--- src/rtl/back_memory_pkg.sv ---
// Shared types for the background-memory arbiter: arbitration states, default widths, stat helper.
package back_memory_pkg;

  localparam int BG_ADDR_W = 13;
  localparam int BG_DATA_W = 9;

  typedef enum logic [1:0] {
    ST_IDLE  = 2'd0,
    ST_RD    = 2'd1,
    ST_WR    = 2'd2,
    ST_FORCE = 2'd3
  } arb_state_t;

  function automatic logic [15:0] sat_inc(input logic [15:0] v);
    return (v == 16'hFFFF) ? v : v + 16'd1;
  endfunction

endpackage

--- src/rtl/back_mem_wbuf.sv ---
// Write buffer: synchronous FIFO, head visible combinationally, push/pop take effect at the clock edge.
// Push is ignored when full and pop when empty; simultaneous push+pop keeps the count.
module back_mem_wbuf #(
  parameter int WIDTH = 22,
  parameter int DEPTH = 4
) (
  input  logic                         clock,
  input  logic                         reset,
  input  logic                         push,
  input  logic [WIDTH-1:0]             push_dat,
  input  logic                         pop,
  output logic [WIDTH-1:0]             head_dat,
  output logic [$clog2(DEPTH):0]       count,
  output logic                         full,
  output logic                         empty
);

  localparam int PTR_W = $clog2(DEPTH);
  localparam int CNT_W = PTR_W + 1;
  localparam logic [CNT_W-1:0] FULL_CNT = CNT_W'(DEPTH);

  logic [WIDTH-1:0] entries [DEPTH];
  logic [PTR_W-1:0] wr_ptr;
  logic [PTR_W-1:0] rd_ptr;
  logic             do_push;
  logic             do_pop;

  assign full     = (count == FULL_CNT);
  assign empty    = (count == '0);
  assign do_push  = push & ~full;
  assign do_pop   = pop & ~empty;
  assign head_dat = entries[rd_ptr];

  // DEPTH is a power of two, so the pointers wrap on their own.
  always_ff @(posedge clock or posedge reset) begin
    if (reset) begin
      wr_ptr <= '0;
      rd_ptr <= '0;
      count  <= '0;
    end else begin
      if (do_push) wr_ptr <= wr_ptr + 1'b1;
      if (do_pop)  rd_ptr <= rd_ptr + 1'b1;
      count <= count + CNT_W'(do_push) - CNT_W'(do_pop);
    end
  end

  always_ff @(posedge clock) begin
    if (do_push) entries[wr_ptr] <= push_dat;
  end

endmodule

--- src/rtl/back_memory_arbiter.sv ---
// Single-port background memory arbiter: reads first, buffered writes, forced write after STARVE_LIMIT denials.
// Read data RD_LATENCY cycles after grant; writes back-pressured by wr_full. Optional stats: BACK_MEMORY_ARB_STATS_EN.
module back_memory_arbiter
  import back_memory_pkg::*;
#(
  parameter int ADDR_W       = BG_ADDR_W,
  parameter int DATA_W       = BG_DATA_W,
  parameter int WBUF_DEPTH   = 4,
  parameter int RD_LATENCY   = 2,
  parameter int STARVE_LIMIT = 8
) (
  input  logic              clock,
  input  logic              reset,
  input  logic              rd_req,
  input  logic [ADDR_W-1:0] rd_addr,
  output logic              rd_gnt,
  output logic              rd_valid,
  output logic [DATA_W-1:0] rd_data,
  input  logic              wr_req,
  input  logic [ADDR_W-1:0] wr_addr,
  input  logic [DATA_W-1:0] wr_data,
  output logic              wr_ack,
  output logic              wr_full,
  output logic              wr_done,
  output logic [ADDR_W-1:0] mem_address,
  output logic [DATA_W-1:0] mem_data,
  output logic              mem_wren,
  input  logic [DATA_W-1:0] mem_q,
  output logic              idle
`ifdef BACK_MEMORY_ARB_STATS_EN
  ,
  input  logic              stat_clear,
  output logic [15:0]       stat_reads,
  output logic [15:0]       stat_writes,
  output logic [15:0]       stat_forced
`endif
);

  localparam int CNT_W = $clog2(WBUF_DEPTH) + 1;
  localparam int SC_W  = $clog2(STARVE_LIMIT + 1);
  localparam logic [SC_W-1:0] STARVE_MAX = SC_W'(STARVE_LIMIT);

  logic [CNT_W-1:0]         wb_count;
  logic                     wb_full;
  logic                     wb_empty;
  logic [ADDR_W-1:0]        head_addr;
  logic [DATA_W-1:0]        head_data;
  arb_state_t               state;
  arb_state_t               next_state;
  logic [SC_W-1:0]          starve_cnt;
  logic [RD_LATENCY-1:0]    rd_pipe;
  logic [ADDR_W-1:0]        last_addr;
  logic [DATA_W-1:0]        last_data;
  logic                     wr_issue;

  back_mem_wbuf #(
    .WIDTH (ADDR_W + DATA_W),
    .DEPTH (WBUF_DEPTH)
  ) u_wbuf (
    .clock    (clock),
    .reset    (reset),
    .push     (wr_ack),
    .push_dat ({wr_addr, wr_data}),
    .pop      (wr_issue),
    .head_dat ({head_addr, head_data}),
    .count    (wb_count),
    .full     (wb_full),
    .empty    (wb_empty)
  );

  always_comb begin
    next_state = ST_IDLE;
    if (reset)
      next_state = ST_IDLE;
    else if (starve_cnt == STARVE_MAX && !wb_empty)
      next_state = ST_FORCE;
    else if (rd_req)
      next_state = ST_RD;
    else if (!wb_empty)
      next_state = ST_WR;
  end

  assign rd_gnt   = (next_state == ST_RD);
  assign wr_issue = (next_state == ST_WR) || (next_state == ST_FORCE);
  assign mem_wren = wr_issue;
  assign wr_ack   = wr_req & ~wb_full;
  assign wr_full  = wb_full;

  // Idle cycles keep the last address/data on the bus to avoid needless toggling.
  always_comb begin
    mem_address = last_addr;
    mem_data    = last_data;
    if (reset) begin
      mem_address = '0;
      mem_data    = '0;
    end else if (rd_gnt) begin
      mem_address = rd_addr;
    end else if (wr_issue) begin
      mem_address = head_addr;
      mem_data    = head_data;
    end
  end

  always_ff @(posedge clock or posedge reset) begin
    if (reset) begin
      state      <= ST_IDLE;
      starve_cnt <= '0;
      rd_pipe    <= '0;
      last_addr  <= '0;
      last_data  <= '0;
    end else begin
      state     <= next_state;
      rd_pipe   <= (rd_pipe << 1) | RD_LATENCY'(rd_gnt);
      last_addr <= mem_address;
      last_data <= mem_data;
      case (next_state)
        ST_WR, ST_FORCE: starve_cnt <= '0;
        ST_RD: if (!wb_empty && starve_cnt != STARVE_MAX) starve_cnt <= starve_cnt + 1'b1;
        default: ;
      endcase
    end
  end

  assign rd_valid = rd_pipe[RD_LATENCY-1];
  assign rd_data  = mem_q;
  assign wr_done  = (state == ST_WR) || (state == ST_FORCE);
  assign idle     = (wb_count == '0) & ~|rd_pipe;

`ifdef BACK_MEMORY_ARB_STATS_EN
  always_ff @(posedge clock or posedge reset) begin
    if (reset) begin
      stat_reads  <= '0;
      stat_writes <= '0;
      stat_forced <= '0;
    end else if (stat_clear) begin
      stat_reads  <= '0;
      stat_writes <= '0;
      stat_forced <= '0;
    end else begin
      if (next_state == ST_RD)    stat_reads  <= sat_inc(stat_reads);
      if (wr_issue)               stat_writes <= sat_inc(stat_writes);
      if (next_state == ST_FORCE) stat_forced <= sat_inc(stat_forced);
    end
  end
`endif

endmodule

--- config.mk ---
export PLATFORM = sky130hd
export DESIGN_NAME = back_memory_arbiter
export DESIGN_NICKNAME = d
export VERILOG_FILES = /design/src/rtl/back_memory_pkg.sv /design/src/rtl/back_mem_wbuf.sv /design/src/rtl/back_memory_arbiter.sv
export SDC_FILE = /design/constraint.sdc
export NUM_CORES = 1
export LEC_CHECK = 0
export BUFFER_PORTS_ARGS = -buffer_cell sky130_fd_sc_hd__buf_2
export CORE_MARGIN = 2
export CORE_UTILIZATION = 35
export DETAILED_ROUTE_END_ITERATION = 10
export GPL_ROUTABILITY_DRIVEN = 0
export SYNTH_ARGS = -nofsm -noshare
export SYNTH_HDL_FRONTEND = slang
export SYNTH_SLANG_ARGS = --single-unit
--- constraint.sdc ---
create_clock -name clock -period 2.4 [get_ports clock]
set_input_delay 0.24 -clock clock [delete_from_list [all_inputs] [get_ports clock]]
set_output_delay 0.24 -clock clock [all_outputs]
set_load 0.005 [all_outputs]
==> results.cfg <==
[outcome]
outcome = finished clean

[cts]
cts_max_level = 4
clk_path_buf_depth = 2
cts_root_buf = clkbuf_16
clkLatencyLatePin_ns = 0.42
numCtsBuffers = 17
holdBufCountCts = 0
clk_pin_slew_worst_paths_ns = 0.06
cts.sinks = 124
cts_tree = done

[pwr]
finalPower_mw = 7.43
powerDensity_nw_per_um2 = 1170
p_leak_nw = 2.46
vdd_drop_max_v = 0.000540

[worst_setup_path]
arrival_ns = 2.11
critPathMaxFanout = 10
rr_endpoint = u_wbuf.count[2]$_DFF_PP0_
criticalPathCategory = flip-flop to output pin
crit_required_ns = 2.16
ff2ff_setup_slack_ns = 0.09
endpoint_kind = output pin
critPathLaunchType = flip-flop
timing.rr.start = starve_cnt[0]$_DFFE_PP0P_
reg2reg_depth = 12

[route]
route.detailed.drc = 0
ant_nets = 0
wl_um = 10300
viasPerCell = 4.82
drtIter0Drc = 182
first_pass_iters = 6
wl_per_cell_um = 17.9
num_vias = 2764

[global_routing]
grt.total_usage_pct = 13.9
grt_max_degree = 27
grt_pass1_wl_um = 16300
antenna_found_initial = 0
overflow = 0
grt_pass1_vias = 2990

[synthesis]
yosysSeqAreaShare_pct = 69.8
yosysUniqueCellTypes = 37
synthDominantCellAreaShare_pct = 52.1
syn-num-nets = 351
synth_ff_type = edfxtp_1
synth_warnings = 0
synth.most_common_cell = edfxtp_1
syn_avg_cell_area_um2 = 17.3
ys_ff_latch = 124
synth_edf_count = 88
async_reset_ff_share_pct = 29.0
synthCells = 294
synth_area_leader_cell = edfxtp_1
yosys-top-cells-area = edfxtp_1 (52%), dfrtp_1 (18%), mux4_2 (9.8%), ha_1 (2.0%), o22ai_2 (2.0%)
synth_area_um2 = 5080
synthTopCellsByCount = edfxtp_1 (88), dfrtp_1 (36), mux4_2 (22), nand2_1 (22), nor2_1 (15)

[die]
die_h_um = 124
start_util_pct = 35.3
rows = 44
io-pin-count = 86
die-area_um2 = 15500
design.core.area_um2 = 14400
die_w_um = 124

[min_path]
holdPathEnd = u_wbuf.entries[3][19]$_DFFE_PP_
holdPathStages = 1
hold_path.startpoint = wr_addr[10]
hold_path_class = primary input to flip-flop

[cells_and_area]
n_antenna_cell = 0
drive_gt1_share_pct = 48.5
areaGrowthSynthToFinish_pct = 24.8
nNetsFinal = 434

[placed_design]
hpwl_um = 6490
port-buffer-count = 67

[timing]
maxSlewViolCount = 0
worstMarginPinSlew_ns = 0.610
hold_viol = 0
hold_ws_ns = 0.0398
slew_headroom_pct = 59.3
finalClockSkew_ns = 0.0211
setup_viol = 0
clock.fmax_mhz = 425
finalCritPeriodShare_pct = 98.1
final.min_clock_period_ns = 2.35

[job]
maxCapViolCount = 0
-- per-stage QoR --
| step | setup WS, ns | utilization [%] | setup TNS [ns] | area [um2] | std cells |
|---|---|---|---|---|---|
| 2_1_floorplan | 0.00362 | - | 0 | 5110 | 294 |
| 3_3_place_gp | 0.165 | 39.2 | 0 | 5630 | 535 |
| 3_5_place_dp | 0.118 | 39.2 | 0 | 5630 | 535 |
| 4_1_cts | 0.00777 | 43.7 | 0 | 6280 | 570 |
| 5_1_grt | -0.0394 | 44.1 | -0.0591 | 6340 | 574 |
| 6_report | 0.0465 | 44.1 | 0 | 6340 | 574 |
-- per-layer routing --
| layer | up-vias | share of wire (%) | global-route usage (%) |
|---|---|---|---|
| met5 | - | 0 | 0 |
| met4 | 0 | 1.1 | 6.21 |
| met3 | 10 | 4.6 | 4.42 |
| met2 | 60 | 51 | 23.0 |
| met1 | 1429 | 44 | 16.8 |
| li1 | 1265 | - | - |
-- worst max-delay path: stages (launching register included) --
cell and delay [ns]:
dfrtp_1 0.39, inv_2 0.08, ha_4 0.14, nand3b_4 0.10, a211o_4 0.37, clkinv_4 0.07
buf_12 0.13, nand2_2 0.06, a21oi_2 0.20, buf_2 0.15
-- area by class of cell --
cell class                      instances  area (um2)
Timing Repair Buffer                   90         546
Clock inverter                         13         143
Tap cell                              184         230
Fill cell                            1244        8030
Multi-Input combinational cell        131        1360
Clock buffer                           19         453
Sequential cell                       124        3550
Inverter                               13        53.8
-- repair_timing --
item,CTS,global route
pin swaps,3,3
buffers inserted,3,4
endpoints found under the setup margin,11,23
gates resized for setup,9,6
-- registers in the layout (all words and copies together), names as in the netlist --
register and flops:
starve_cnt 4, rd_pipe 2, u_wbuf.count 3, state 1
u_wbuf.rd_ptr 2, last_addr 13, last_data 9, u_wbuf.wr_ptr 2
u_wbuf.entries 88
-- worst max path at each step --
stage	from	endpoint	depth (start not counted)
2_1_floorplan	starve_cnt[0]$_DFFE_PP0P_	u_wbuf.count[2]$_DFF_PP0_	14
3_3_place_gp	starve_cnt[0]$_DFFE_PP0P_	u_wbuf.count[2]$_DFF_PP0_	12
3_5_place_dp	starve_cnt[0]$_DFFE_PP0P_	u_wbuf.count[2]$_DFF_PP0_	12
4_1_cts	starve_cnt[0]$_DFFE_PP0P_	mem_address[2]	8
5_1_grt	starve_cnt[0]$_DFFE_PP0P_	mem_data[8]	9
6_report	starve_cnt[0]$_DFFE_PP0P_	mem_data[8]	9
-- cell families after synthesis --
family / synth area share, %
and+or+nand+nor: 7.02
muxes: 9.98
xor gates and xnor gates: 0.863
DFF: 69.8
AOI/OAI and AO/OA: 5.23
adders and majority gates: 2.37
buffers and inverters: 4.73
-- power by group --
group	total, mW	switching, mW	internal [mW]
logic	1.90	0.961	0.939
clock network	2.51	0.924	1.58
registers	3.03	0.221	2.80
total	7.43	2.11	5.33
-- layout by cell type (no fill, tap or decap), types with 2 or more instances in the layout --
cell type	netlist	final
a21oi_2	9	9
and2_1	4	4
buf_12	0	3
buf_2	2	67
buf_4	12	20
bufinv_16	0	2
clkbuf_16	0	17
clkbuf_8	0	2
clkinv_2	0	2
clkinv_4	1	4
clkinvlp_4	0	5
dfrtp_1	36	34
edfxtp_1	88	88
ha_1	8	5
ha_4	0	3
inv_1	12	9
inv_2	0	3
mux4_2	22	22
nand2_1	22	20
nand2_2	0	2
nor2_1	15	15
nor2b_1	2	2
nor3_1	5	5
nor3_2	8	8
nor3b_1	2	2
o21ai_0	3	3
o22ai_1	5	5
o22ai_2	8	8
xnor2_1	5	4
Note: power is estimated with default switching activity, not from simulation.
